### config.mk
export PLATFORM = sky130hd
export DESIGN_NAME = pwm_profile_sequencer
export DESIGN_NICKNAME = d
export VERILOG_FILES = /design/src/rtl/pwm_pkg.sv /design/src/rtl/pwm_duty_stepper.sv /design/src/rtl/pwm_profile_sequencer.sv
export SDC_FILE = /design/constraint.sdc
export NUM_CORES = 1
export LEC_CHECK = 0
export BUFFER_PORTS_ARGS = -buffer_cell sky130_fd_sc_hd__buf_2
export CAP_MARGIN = 25
export CORE_MARGIN = 2
export CORE_UTILIZATION = 35
export CTS_CLUSTER_DIAMETER = 30
export DETAILED_ROUTE_END_ITERATION = 8
export MAX_ROUTING_LAYER = met4
export PLACE_DENSITY = 0.62
export SYNTH_ARGS = -nofsm -noshare
export SYNTH_HDL_FRONTEND = slang
export SYNTH_SLANG_ARGS = --single-unit
### constraint.sdc
create_clock -name clk -period 9.45 [get_ports clk]
set_input_delay 0.4725 -clock clk [delete_from_list [all_inputs] [get_ports clk]]
set_output_delay 0.4725 -clock clk [all_outputs]
set_load 0.05 [all_outputs]
### src/rtl/pwm_pkg.sv
// Shared types and the power-on profile for the PWM profile sequencer.
// The default table is expressed relative to the PWM period so it scales with it.
package pwm_pkg;

    typedef enum logic {
        PWM_STEP = 1'b0,
        PWM_RAMP = 1'b1
    } pwm_mode_t;

    localparam int unsigned PWM_TGT_W     = 32;
    localparam int unsigned PWM_N_DEFAULT = 6;

    typedef struct packed {
        logic [PWM_TGT_W-1:0] target;
        pwm_mode_t            mode;
    } pwm_entry_t;

    // Bit i describes default entry i: full-scale target, and ramp mode.
    localparam logic [PWM_N_DEFAULT-1:0] DEF_FULL = 6'b011100;
    localparam logic [PWM_N_DEFAULT-1:0] DEF_RAMP = 6'b100100;

    function automatic pwm_entry_t default_entry(input int unsigned idx,
                                                 input int unsigned full_scale);
        pwm_entry_t e;
        e.target = '0;
        e.mode   = PWM_STEP;
        if (idx < PWM_N_DEFAULT) begin
            if (DEF_FULL[idx[2:0]]) e.target = PWM_TGT_W'(full_scale);
            if (DEF_RAMP[idx[2:0]]) e.mode   = PWM_RAMP;
        end
        return e;
    endfunction

endpackage

### src/rtl/pwm_duty_stepper.sv
// Next-duty calculation for one PWM period boundary: step straight to target,
// or ramp toward it by a fixed step and land exactly on it.
module pwm_duty_stepper
    import pwm_pkg::*;
#(
    parameter int unsigned DUTY_W    = 12,
    parameter int unsigned RAMP_STEP = 4
) (
    input  logic [DUTY_W-1:0] cur_duty,
    input  logic [DUTY_W-1:0] target_duty,
    input  pwm_mode_t         mode,
    output logic [DUTY_W-1:0] next_duty
);

    // Any step wider than the full duty range behaves like a step to target.
    localparam int unsigned     STEP_CAP = 32'd1 << DUTY_W;
    localparam logic [DUTY_W:0] STEP     =
        (DUTY_W+1)'((RAMP_STEP > STEP_CAP) ? STEP_CAP : RAMP_STEP);

    logic [DUTY_W:0] cur_w;
    logic [DUTY_W:0] tgt_w;
    logic [DUTY_W:0] up_sum;
    logic [DUTY_W:0] down_gap;

    always_comb begin
        // NOTE: every output gets a default first so no path can infer a latch.
        cur_w     = {1'b0, cur_duty};
        tgt_w     = {1'b0, target_duty};
        up_sum    = cur_w + STEP;
        down_gap  = cur_w - tgt_w;
        next_duty = cur_duty;
        if (mode == PWM_STEP) begin
            next_duty = target_duty;
        end else if (cur_w < tgt_w) begin
            next_duty = (up_sum >= tgt_w) ? target_duty : up_sum[DUTY_W-1:0];
        end else if (down_gap > STEP) begin
            next_duty = cur_duty - STEP[DUTY_W-1:0];
        end else begin
            next_duty = target_duty;
        end
    end

endmodule

### src/rtl/pwm_profile_sequencer.sv
// Programmable N-state PWM profile engine: dwells a fixed number of periods per
// state, updates duty only at period boundaries, and drives the PWM pin itself.
module pwm_profile_sequencer
    import pwm_pkg::*;
#(
    parameter int unsigned N_STATES      = 6,
    parameter int unsigned DUTY_W        = 12,
    parameter int unsigned PWM_PERIOD    = 1200,
    parameter int unsigned DWELL_PERIODS = 1000,
    parameter int unsigned RAMP_STEP     = 4,
    parameter int unsigned IDX_W         = $clog2(N_STATES)
) (
    input  logic              clk,
    input  logic              rst,
    input  logic              en,
    input  logic              cfg_we,
    input  logic [IDX_W-1:0]  cfg_idx,
    input  logic [DUTY_W-1:0] cfg_target,
    input  logic              cfg_ramp,
    output logic              pwm_out,
    output logic [DUTY_W-1:0] duty,
    output logic [IDX_W-1:0]  state,
    output logic              period_tick,
    output logic              state_done
);

    localparam int unsigned       DWELL_W    = $clog2(DWELL_PERIODS + 1);
    localparam logic [DUTY_W-1:0] PWM_LAST   = DUTY_W'(PWM_PERIOD - 1);
    localparam logic [DWELL_W-1:0] DWELL_LAST = DWELL_W'(DWELL_PERIODS - 1);
    localparam logic [IDX_W-1:0]  STATE_LAST = IDX_W'(N_STATES - 1);

    logic [DUTY_W-1:0]  pwm_cnt_q, pwm_cnt_d;
    logic [DWELL_W-1:0] dwell_cnt_q, dwell_cnt_d;
    logic [IDX_W-1:0]   state_q, state_d;
    logic [DUTY_W-1:0]  duty_q, duty_d;

    logic [DUTY_W-1:0]  target_q [N_STATES];
    logic [DUTY_W-1:0]  target_d [N_STATES];
    pwm_mode_t          mode_q   [N_STATES];
    pwm_mode_t          mode_d   [N_STATES];
    pwm_entry_t         def_tbl  [N_STATES];

    logic               tick;
    logic               last_dwell;
    logic [IDX_W-1:0]   state_nxt;
    logic [DUTY_W-1:0]  stepped_duty;

    always_comb begin
        for (int i = 0; i < N_STATES; i++) begin
            def_tbl[i] = default_entry(i, PWM_PERIOD);
        end
    end

    assign tick       = en && (pwm_cnt_q == PWM_LAST);
    assign last_dwell = (dwell_cnt_q == DWELL_LAST);
    assign state_nxt  = !last_dwell ? state_q :
                        (state_q == STATE_LAST) ? '0 : state_q + IDX_W'(1);

    // Duty for the coming period is taken from the entry of the state being entered.
    pwm_duty_stepper #(
        .DUTY_W    (DUTY_W),
        .RAMP_STEP (RAMP_STEP)
    ) u_stepper (
        .cur_duty    (duty_q),
        .target_duty (target_q[state_nxt]),
        .mode        (mode_q[state_nxt]),
        .next_duty   (stepped_duty)
    );

    always_comb begin
        pwm_cnt_d   = '0;
        dwell_cnt_d = '0;
        state_d     = '0;
        duty_d      = '0;
        if (en) begin
            pwm_cnt_d   = tick ? '0 : pwm_cnt_q + DUTY_W'(1);
            dwell_cnt_d = dwell_cnt_q;
            state_d     = state_q;
            duty_d      = duty_q;
            if (tick) begin
                dwell_cnt_d = last_dwell ? '0 : dwell_cnt_q + DWELL_W'(1);
                state_d     = state_nxt;
                duty_d      = stepped_duty;
            end
        end
    end

    always_comb begin
        target_d = target_q;
        mode_d   = mode_q;
        if (cfg_we && (32'(cfg_idx) < N_STATES)) begin
            target_d[cfg_idx] = cfg_target;
            mode_d[cfg_idx]   = cfg_ramp ? PWM_RAMP : PWM_STEP;
        end
    end

    always_ff @(posedge clk) begin
        if (rst) begin
            pwm_cnt_q   <= '0;
            dwell_cnt_q <= '0;
            state_q     <= '0;
            duty_q      <= '0;
            // NOTE: the table is reset on purpose; reset must restore the default profile.
            for (int i = 0; i < N_STATES; i++) begin
                target_q[i] <= DUTY_W'(def_tbl[i].target);
                mode_q[i]   <= def_tbl[i].mode;
            end
        end else begin
            // NOTE: sequential state uses non-blocking assignments only.
            pwm_cnt_q   <= pwm_cnt_d;
            dwell_cnt_q <= dwell_cnt_d;
            state_q     <= state_d;
            duty_q      <= duty_d;
            target_q    <= target_d;
            mode_q      <= mode_d;
        end
    end

    assign pwm_out     = en && (pwm_cnt_q < duty_q);
    assign duty        = duty_q;
    assign state       = state_q;
    assign period_tick = tick;
    assign state_done  = tick && last_dwell;

endmodule

# Word level (Yosys, flattened, before mapping)
# Index checks and enable logic that the tools add are counted.
[totals] input_bits=20 out_inout_bits=18 register_bits=115
[op_classes] eq_ne=3 n_addsub=6 reduce_logical=7 bitwise=3 n_lt_le_gt_ge=8 muxes=20
[ops] op="2-to-1 mux 12 bit" count=7
[ops] op="bitwise mux 72 bit" count=1
[ops] op="binary-select mux 12 bit (select 3 bit)" count=1
[ops] op="demux 12 bit (select 3 bit)" count=1
[ops] op="< comparator 12 bit" count=2
[ops] op="adder 12 x 3 -> 13 bit, second input constant" count=1
[ops] op="greater-or-equal comparator 13 x 12 -> 1 bit" count=1
[ops] op="greater-than comparator 13 x 3 -> 1 bit, second input constant" count=1
[ops] op="subtractor 12 x 12 -> 13 bit" count=1
[ops] op="adder 12 x 1 -> 12 bit, second input constant" count=1
[ops] op="== test 12 x 11 -> 1 bit, second input constant" count=1
[ops] op="subtractor 12 x 3 -> 12 bit, second input constant" count=1
[ops] op="adder 10 x 1 -> 10 bit, second input constant" count=1
[ops] op="== test 10 bit, second input constant" count=1
[ops] op="2-to-1 mux 10 bit" count=1
[ops] op="greater-or-equal comparator 4 bit, second input constant" count=2
[ops] op="NOT 3 -> 4 bit" count=2
[ops] op="bitwise mux 6 bit" count=1
[ops] op="2-to-1 mux 3 bit" count=2
[ops] op="logical AND 1 bit" count=5
[ops] op="< comparator 4 x 1 -> 1 bit, second input constant" count=1
[ops] op="2-to-1 mux 1 bit" count=4
[ops] op="adder 3 x 1 -> 3 bit, second input constant" count=1
[ops] op="binary-select mux 1 bit (select 3 bit)" count=1
[ops] op="6 further kinds" count=6

# Longest topological paths before layout
# Gate-level depths: netlist of run 1.
[depth] depth_word=12 mapped_depth=24 ltp_nobuf=19

# By module
# From an unflattened synthesis of run 1, not the netlist that was laid out.
[hier_totals] hier_cells=959 area_unflattened_um2=7175.6
[by_module_without_submodules] mod="pwm_profile_sequencer" cells_per_inst=763 instances=1 area_each_um2=5714.2 seq_area_each_um2=2302.2
[by_module_without_submodules] mod="pwm_duty_stepper" cells_per_inst=196 instances=1 area_each_um2=1461.4 seq_area_each_um2=0.0

# Worst setup path before layout of run 1
# No wires, ideal clock.
[synth_path] path_type="register to register" from="reg state_q[0], in the netlist state[0]" to="reg duty_q[7], in the netlist duty[7]" arrival_ns=5.545 path_slack_ns=3.778 stages_incl_launch_ff=23 setup_time_ns=0.127 required_time_ns=9.323 cell_sequence="dfxtp_1 -> buf_2 -> buf_2 -> inv_1 -> nand4_1 -> and2_0 -> clkbuf_1 -> clkbuf_1 -> mux4_2 -> a21oi_1 -> ha_1 -> clkbuf_1 -> a21oi_1 -> a21oi_1 -> a31oi_1 -> nor4bb_1 -> mux2_2 -> a2111o_1 -> nor4b_4 -> or2_1 -> buf_4 -> a211oi_1 -> or3_1"
[synth_between] elab_chain_len=12
[synth_lines] item="from (decl)" line_no="pwm_profile_sequencer.sv:34" text="logic [IDX_W-1:0] state_q, state_d;"
[synth_lines] item="from (signal assigned)" line_no="pwm_profile_sequencer.sv:112" text="state_q <= state_d;"
[synth_lines] item="adder 3 x 1 -> 3 bit / == test 3 bit (equally long branches)" line_no="pwm_profile_sequencer.sv:57" text="(state_q == STATE_LAST) ? '0 : state_q + IDX_W'(1);"
[synth_lines] item="2-to-1 mux 3 bit" line_no="pwm_profile_sequencer.sv:57"
[synth_lines] item="2-to-1 mux 3 bit *" line_no="pwm_profile_sequencer.sv:56" text="assign state_nxt = !last_dwell ? state_q :"
[synth_lines] item="NOT 3 -> 4 bit (implied by the code) *" line_no="pwm_profile_sequencer.sv:65, pwm_profile_sequencer.sv:66"
[synth_lines] item="binary-select mux 12 bit (select 3 bit)" line_no="pwm_profile_sequencer.sv:65" text=".target_duty (target_q[state_nxt]),"
[synth_lines] item="2-to-1 mux 12 bit (implied by the code) (2 in a row)" line_no="pwm_profile_sequencer.sv:65"
[synth_lines] item="subtractor 12 x 12 -> 13 bit" line_no="pwm_duty_stepper.sv:30" text="down_gap = cur_w - tgt_w;"
[synth_lines] item="greater-than comparator 13 x 3 -> 1 bit" line_no="pwm_duty_stepper.sv:36" text="end else if (down_gap > STEP) begin"
[synth_lines] item="2-to-1 mux 12 bit" line_no="pwm_duty_stepper.sv:36"
[synth_lines] item="2-to-1 mux 12 bit" line_no="pwm_duty_stepper.sv:34" text="end else if (cur_w < tgt_w) begin"
[synth_lines] item="2-to-1 mux 12 bit *" line_no="pwm_duty_stepper.sv:32" text="if (mode == PWM_STEP) begin"
[synth_lines] item="to (signal assigned)" line_no="pwm_profile_sequencer.sv:113" text="duty_q <= duty_d;"
[synth_lines] item="to (decl)" line_no="pwm_profile_sequencer.sv:35" text="logic [DUTY_W-1:0] duty_q, duty_d;"
# Every way passes the cells marked *; elsewhere a longest branch is shown, timed or not. The select of a mux whose other input is x is not followed.
# A chain may end at the register's enable or synchronous reset.

# Worst setup path after layout of run 1
[layout_path] from="reg dwell_cnt_q[0]" to="reg duty_q[7], in the netlist duty[7]"
[layout_between] elab_chain_len=11
[layout_lines] item="from (decl)" line_no="pwm_profile_sequencer.sv:33" text="logic [DWELL_W-1:0] dwell_cnt_q, dwell_cnt_d;"
[layout_lines] item="from (signal assigned)" line_no="pwm_profile_sequencer.sv:111" text="dwell_cnt_q <= dwell_cnt_d;"
[layout_lines] item="== test 10 bit *" line_no="pwm_profile_sequencer.sv:55" text="assign last_dwell = (dwell_cnt_q == DWELL_LAST);"
[layout_lines] item="2-to-1 mux 3 bit *" line_no="pwm_profile_sequencer.sv:56"
[layout_lines] item="NOT 3 -> 4 bit (implied by the code) *" line_no="pwm_profile_sequencer.sv:65, pwm_profile_sequencer.sv:66"
[layout_lines] item="binary-select mux 12 bit (select 3 bit)" line_no="pwm_profile_sequencer.sv:65"
[layout_lines] item="2-to-1 mux 12 bit (implied by the code) (2 in a row)" line_no="pwm_profile_sequencer.sv:65"
[layout_lines] item="subtractor 12 x 12 -> 13 bit" line_no="pwm_duty_stepper.sv:30"
[layout_lines] item="greater-than comparator 13 x 3 -> 1 bit" line_no="pwm_duty_stepper.sv:36"
[layout_lines] item="2-to-1 mux 12 bit" line_no="pwm_duty_stepper.sv:36"
[layout_lines] item="2-to-1 mux 12 bit" line_no="pwm_duty_stepper.sv:34"
[layout_lines] item="2-to-1 mux 12 bit *" line_no="pwm_duty_stepper.sv:32"
# Marks and branches as above.

==> run metrics, run 1 <==
status=complete, no violations; commonest non-fill, non-tap cell in the layout=nand2_1; Post-Route WL=approximately 20,000 um; post-synthesis sequential area ratio=32.2%; post_cts resized=0; syn nets=between 900 and 1,000; final period utilization=between 60% and 70%; via count=~6,700; RSZ-0062 raised after global routing=false; synth warn=0; # H-tree levels=4; Hold Vio Cnt, Final=0; Final Max Slew Viols=0; CTS clk-pin slew, worst paths=roughly 0.06 ns; share of cells above drive strength 1=11.2%; Yosys cell types=between 70 and 80; post-synthesis cell area=7150 um2; cell area power density=roughly 160 nW/um2; Post-CTS Hold Fix Bufs=0; CTS tree=yes; Worst-Skew Late Latency=about 0.43 ns; Worst IR Drop VDD=0.137 mV; crit-path leading delay family=simple AND/OR/NAND/NOR gates; Total GRT Usage=just under 20%; Cells after DPL=around 1,200; final instance area=between 8000 and 9000 um2; CP bufs+invs=0; Detailed Routing Iterations Pass 1=7; Final ANT Viol Nets=0; asr flop ratio synth=0%; Die Wd=147 um; most frequent cells in the layout=225 x nand2_1, 115 x dfxtp_1, 112 x a21oi_1; initial antenna violation count=0; Worst EP required=about 9.8 ns; total of fill cells in the finished design=2,072; CTS root buffer=clkbuf_16; first-pass GRT wire length=~33,000 um; Multi-input gate area=roughly 4500 um2; Max Clk Rate=~150 MHz; number of global-route vias before repair=approximately 6,300; clk sink count=around 120; Setup crit end kind=register; PortBufs=37; Storage cell area=between 2000 and 2500 um2; clk buf depth=2; TNS Setup=0 ns; die height=roughly 150 um; number of synthesized flops with an enable pin=0; most frequent CP cell=a21oi_1; Initial Util=between 30% and 40%; Core Region=slightly above 20,000 um2; RD Place Congestion=about 0.91; post-CTS setup repair buffer count=0; clk_skew=around 0.010 ns; syn_area_per_cell=~7.7 um2; launching element type of the critical path=register; largest net degree at the start of global routing=a little over 80; post-DR wirelength/cell=16.5 um; WHS=0.335 ns; CP max-delay cell=and2_0; dpl hpwl=between 10,000 and 15,000 um; vias per cell=roughly 5.5; CP Class=register to register; area delta synth->final=13.5%; LEAKAGE=slightly above 0.003 uW; dominant synthesized flop cell=dfxtp_1; utilization after layout=40.3%; Least-Margin Pin Slew=1.03 ns; count of final setup violators=0; num ports=38; drc violations=0; gr ovfl total=0; post-synthesis cell count=roughly 930; Slowest Stage Delay on Critical Path=~0.76 ns; Die ar.=between 20,000 and 25,000 um2; fin nets=~990; relative slew slack=31.2%; maximum fanout along the worst path=13; DRT iter0 DRCs=about 550; CTS Buf Count=17; Site Rows=52; ant diodes=0; Final min period=~6.6 ns; Arrival @ worst endpoint=6.87 ns; fin cells=~1,200; crit path cell chain=ha_1 -> nand4bb_1 -> o31ai_2 -> and2_0 -> mux4_2 -> a21oi_1 -> ha_1 -> a21oi_1 -> a21oi_1 -> a31oi_1 -> nor4bb_1 -> mux2_2 -> a2111o_1 -> nor4b_4 -> or2_1 -> a211oi_1 -> or3_1; placed cell area=around 7500 um2; #FFs+latches synth=about 120; Max Cap Violations=0; Hold Path Class=input pin to register
==> layer usage <==
metal | global-route usage [%] | part of all wire [%]
met5 | - | 0
met4 | 6.41 | 1.7
met3 | 3.51 | 5.4
met2 | 30.0 | 46
met1 | 26.2 | 47
==> path summary, 6_finish.rpt <==
path | start | endpoint | slack [ns] | cells after the start
max reg2reg | dwell_cnt_q[0] | duty[7] | 2.89 | 17
max | dwell_cnt_q[0] | duty[7] | 2.89 | 17
min reg2reg | target_q[55] | target_q[55] | 0.45 | 2
min | cfg_target[6] | target_q[54] | 0.34 | 3
==> metrics by stage <==
step           setup slack, ns  total power, uW
2_1_floorplan             3.78              576
3_3_place_gp              3.05              601
3_5_place_dp              2.96              601
4_1_cts                   2.95             1300
5_1_grt                   2.40             1340
6_report                  2.89             1300
==> cell families (layout without fill, tap and decap cells) <==
family / after synthesis / after routing / share of synthesized area [%]
muxes: 27 / 27 / 5.67
AOI/OAI and AO/OA: 230 / 230 / 20.9
buffers and inverters: 83 / 101 / 4.57
adders and majority gates: 34 / 34 / 5.88
xor gates and xnor gates: 31 / 31 / 3.80
and+or+nand+nor: 409 / 409 / 26.9
DFF: 115 / 115 / 32.2
==> sequential cells by signal (all words and copies together), names as in the netlist <==
name and count:
dwell_cnt_q 10, target_q 72, mode_q 6, pwm_cnt_q 12
duty 12, state 3
==> synth_stat cells, drive strengths merged (14+ instances only) <==
cell	count	area share, %
a21o	14	1.5
a21oi	113	8.0
clkbuf	43	2.3
dfxtp	115	32
ha	32	5.6
inv	28	1.5
nand2	226	12
nand3	23	1.6
nand3b	16	1.7
nor2	50	2.6
nor3	15	1.2
o21ai	19	1.3
xnor2	18	2.2
==> where the power goes <==
group | internal, uW | switching [uW] | total, uW
logic | 34.2 | 59.8 | 93.9
clock network | 473 | 231 | 704
registers | 494 | 4.43 | 498
==> tightest hold or removal path, delay by kind of cell <==
kind	cells	cell delay (ns)
compound gates	1	0.05
buf+inv	1	0.14
simple gates	1	0.06
==> cell type report <==
cell class | instances | share of cell area (%)
clock buffers | 22 | 5.60
clock inverters | 10 | 2.22
inverters | 28 | 1.30
multi-input cells | 731 | 55.7
flip-flops and latches | 115 | 28.4
well taps | 270 | 4.16
repair buffers | 41 | 2.65
(Power assumes the default switching activity.)
==> inputs of run 2 (changes only) <==
PLACE_DENSITY = 0.63   (was 0.62)
clock period = 6 ns   (was 9.45 ns; I/O delays follow)
==> run 2 against run 1 <==
Net effect: wire length is 3.2% higher; flip-flop and latch count did not move; die area unchanged; critical path depth up 4; largest cell class unchanged.
==> run metrics, run 2 (synthesized netlist as in run 1, its figures left out) <==
Die ar.=between 20,000 and 25,000 um2; Post-CTS Hold Fix Bufs=0; CP max-delay cell=mux4_2; total of fill cells in the finished design=about 2,100; most frequent cells in the layout=225 x nand2_1, 115 x dfxtp_1, 112 x a21oi_1; count of final setup violators=0; share of cells above drive strength 1=12.4%; Max Clk Rate=approximately 180 MHz; Initial Util=a little over a third; WHS=approximately 0.18 ns; Die Wd=between 100 and 150 um; Cells after DPL=1,197; Max Cap Violations=0; DRT iter0 DRCs=between 500 and 600; Core Region=20,100 um2; # H-tree levels=4; number of global-route vias before repair=6,188; post_cts resized=0; Least-Margin Pin Slew=between 0.8 and 0.9 ns; CTS Buf Count=17; drc violations=0; cell area power density=approximately 240 nW/um2; clk_skew=roughly 0.0088 ns; clk sink count=between 100 and 150; first-pass GRT wire length=roughly 33,000 um; crit path cell chain=ha_1 -> and4bb_2 -> nand4_4 -> a21oi_1 -> buf_4 -> mux4_2 -> a21oi_1 -> buf_4 -> ha_1 -> a21oi_1 -> nor2_1 -> or2_2 -> a32oi_1 -> o2111ai_1 -> a211o_1 -> a2111o_1 -> nor4b_4 -> buf_4 -> or2_1 -> a211oi_1 -> or3_1; gr ovfl total=0; vias per cell=5.55; maximum fanout along the worst path=11; Worst-Skew Late Latency=around 0.42 ns; Final min period=between 5 and 6 ns; Site Rows=between 50 and 60; Hold Vio Cnt, Final=0; Hold Path Class=input pin to register; Worst IR Drop VDD=0.191 mV; initial antenna violation count=1; CTS clk-pin slew, worst paths=0.06 ns; fin nets=approximately 1,000; launching element type of the critical path=register; PortBufs=37; clk buf depth=2; num ports=38; RD Place Congestion=1.02; post-CTS setup repair buffer count=0; post-DR wirelength/cell=about 17 um; Post-Route WL=20,700 um; status=complete, no violations; final period utilization=between 90% and 100%; Worst EP required=roughly 6.3 ns; slack of the critical path=around 0.4 ns; final instance area=8160 um2; max reg flops=between 70 and 80; Setup crit end kind=register; Top reg by flops=target_q; LEAKAGE=between 0.003 and 0.004 uW; CTS tree=yes; TNS Setup=0 ns; area delta synth->final=14.2%; Hold Crit Depth=3; R2R cell count=21; fin cells=around 1,200; via count=slightly below 7,000; largest net degree at the start of global routing=81; commonest non-fill, non-tap cell in the layout=nand2_1; relative slew slack=~46%; placed cell area=7570 um2; Final Max Slew Viols=0; CTS root buffer=clkbuf_16; Slowest Stage Delay on Critical Path=0.53 ns; RSZ-0062 raised after global routing=false; Final ANT Viol Nets=0; die height=about 150 um; Detailed Routing Iterations Pass 1=5; dpl hpwl=roughly 14,000 um; CP Class=register to register; Arrival @ worst endpoint=just under 6 ns; Total GRT Usage=between 15 and 20%; DP Worst Slack=roughly 0.47 ns
run 2: worst paths after layout:
path / startpoint / to / slack (ns)
setup / recovery: dwell_cnt_q[0] / duty[7] / 0.40
hold / removal: cfg_target[6] / target_q[66] / 0.18
setup reg to reg: dwell_cnt_q[0] / duty[7] / 0.40
hold reg to reg: target_q[66] / target_q[66] / 0.45
run 2: layout make-up:
type                       instances  area, um2  share of cell area [%]
antenna                            1       2.50                  0.0307
clock buffer                      20        437                    5.35
clock inverter                    12        156                    1.92
inverter                          28        105                    1.29
multi-input combinational        731       4520                    55.3
sequential                       115       2300                    28.2
tap                              270        338                    4.14
timing repair buffer              53        305                    3.74
run 2: where the power goes:
part           internal, uW  total [uW]  switching (uW)
combinational          57.2         155            97.8
clock                   654        1030             372
sequential              777         784            7.07
run 2: per-layer routing:
metal	vias to the layer above	global-route usage [%]	share of wire [%]
met1	3182	27.7	48
met3	31	4.19	6.8
met4	0	6.02	1.8
met2	269	29.3	44
met5	-	-	0
li1	3342	-	-
run 2: per-stage QoR:
step	power, uW	util, %
6_report	1970	40.6
5_1_grt	2030	40.6
4_1_cts	1980	40.6
3_5_place_dp	953	37.6
3_3_place_gp	952	37.6
2_1_floorplan	907	-
run 2: critical path: cells and delay by family, from the launching register on:
kind	cells	cell delay (ns)
adders and majority gates	2	0.55
muxes	1	0.53
AOI/OAI and AO/OA	8	1.65
DFF	1	0.37
and+or+nand+nor	7	1.76
buffers and inverters	3	0.64
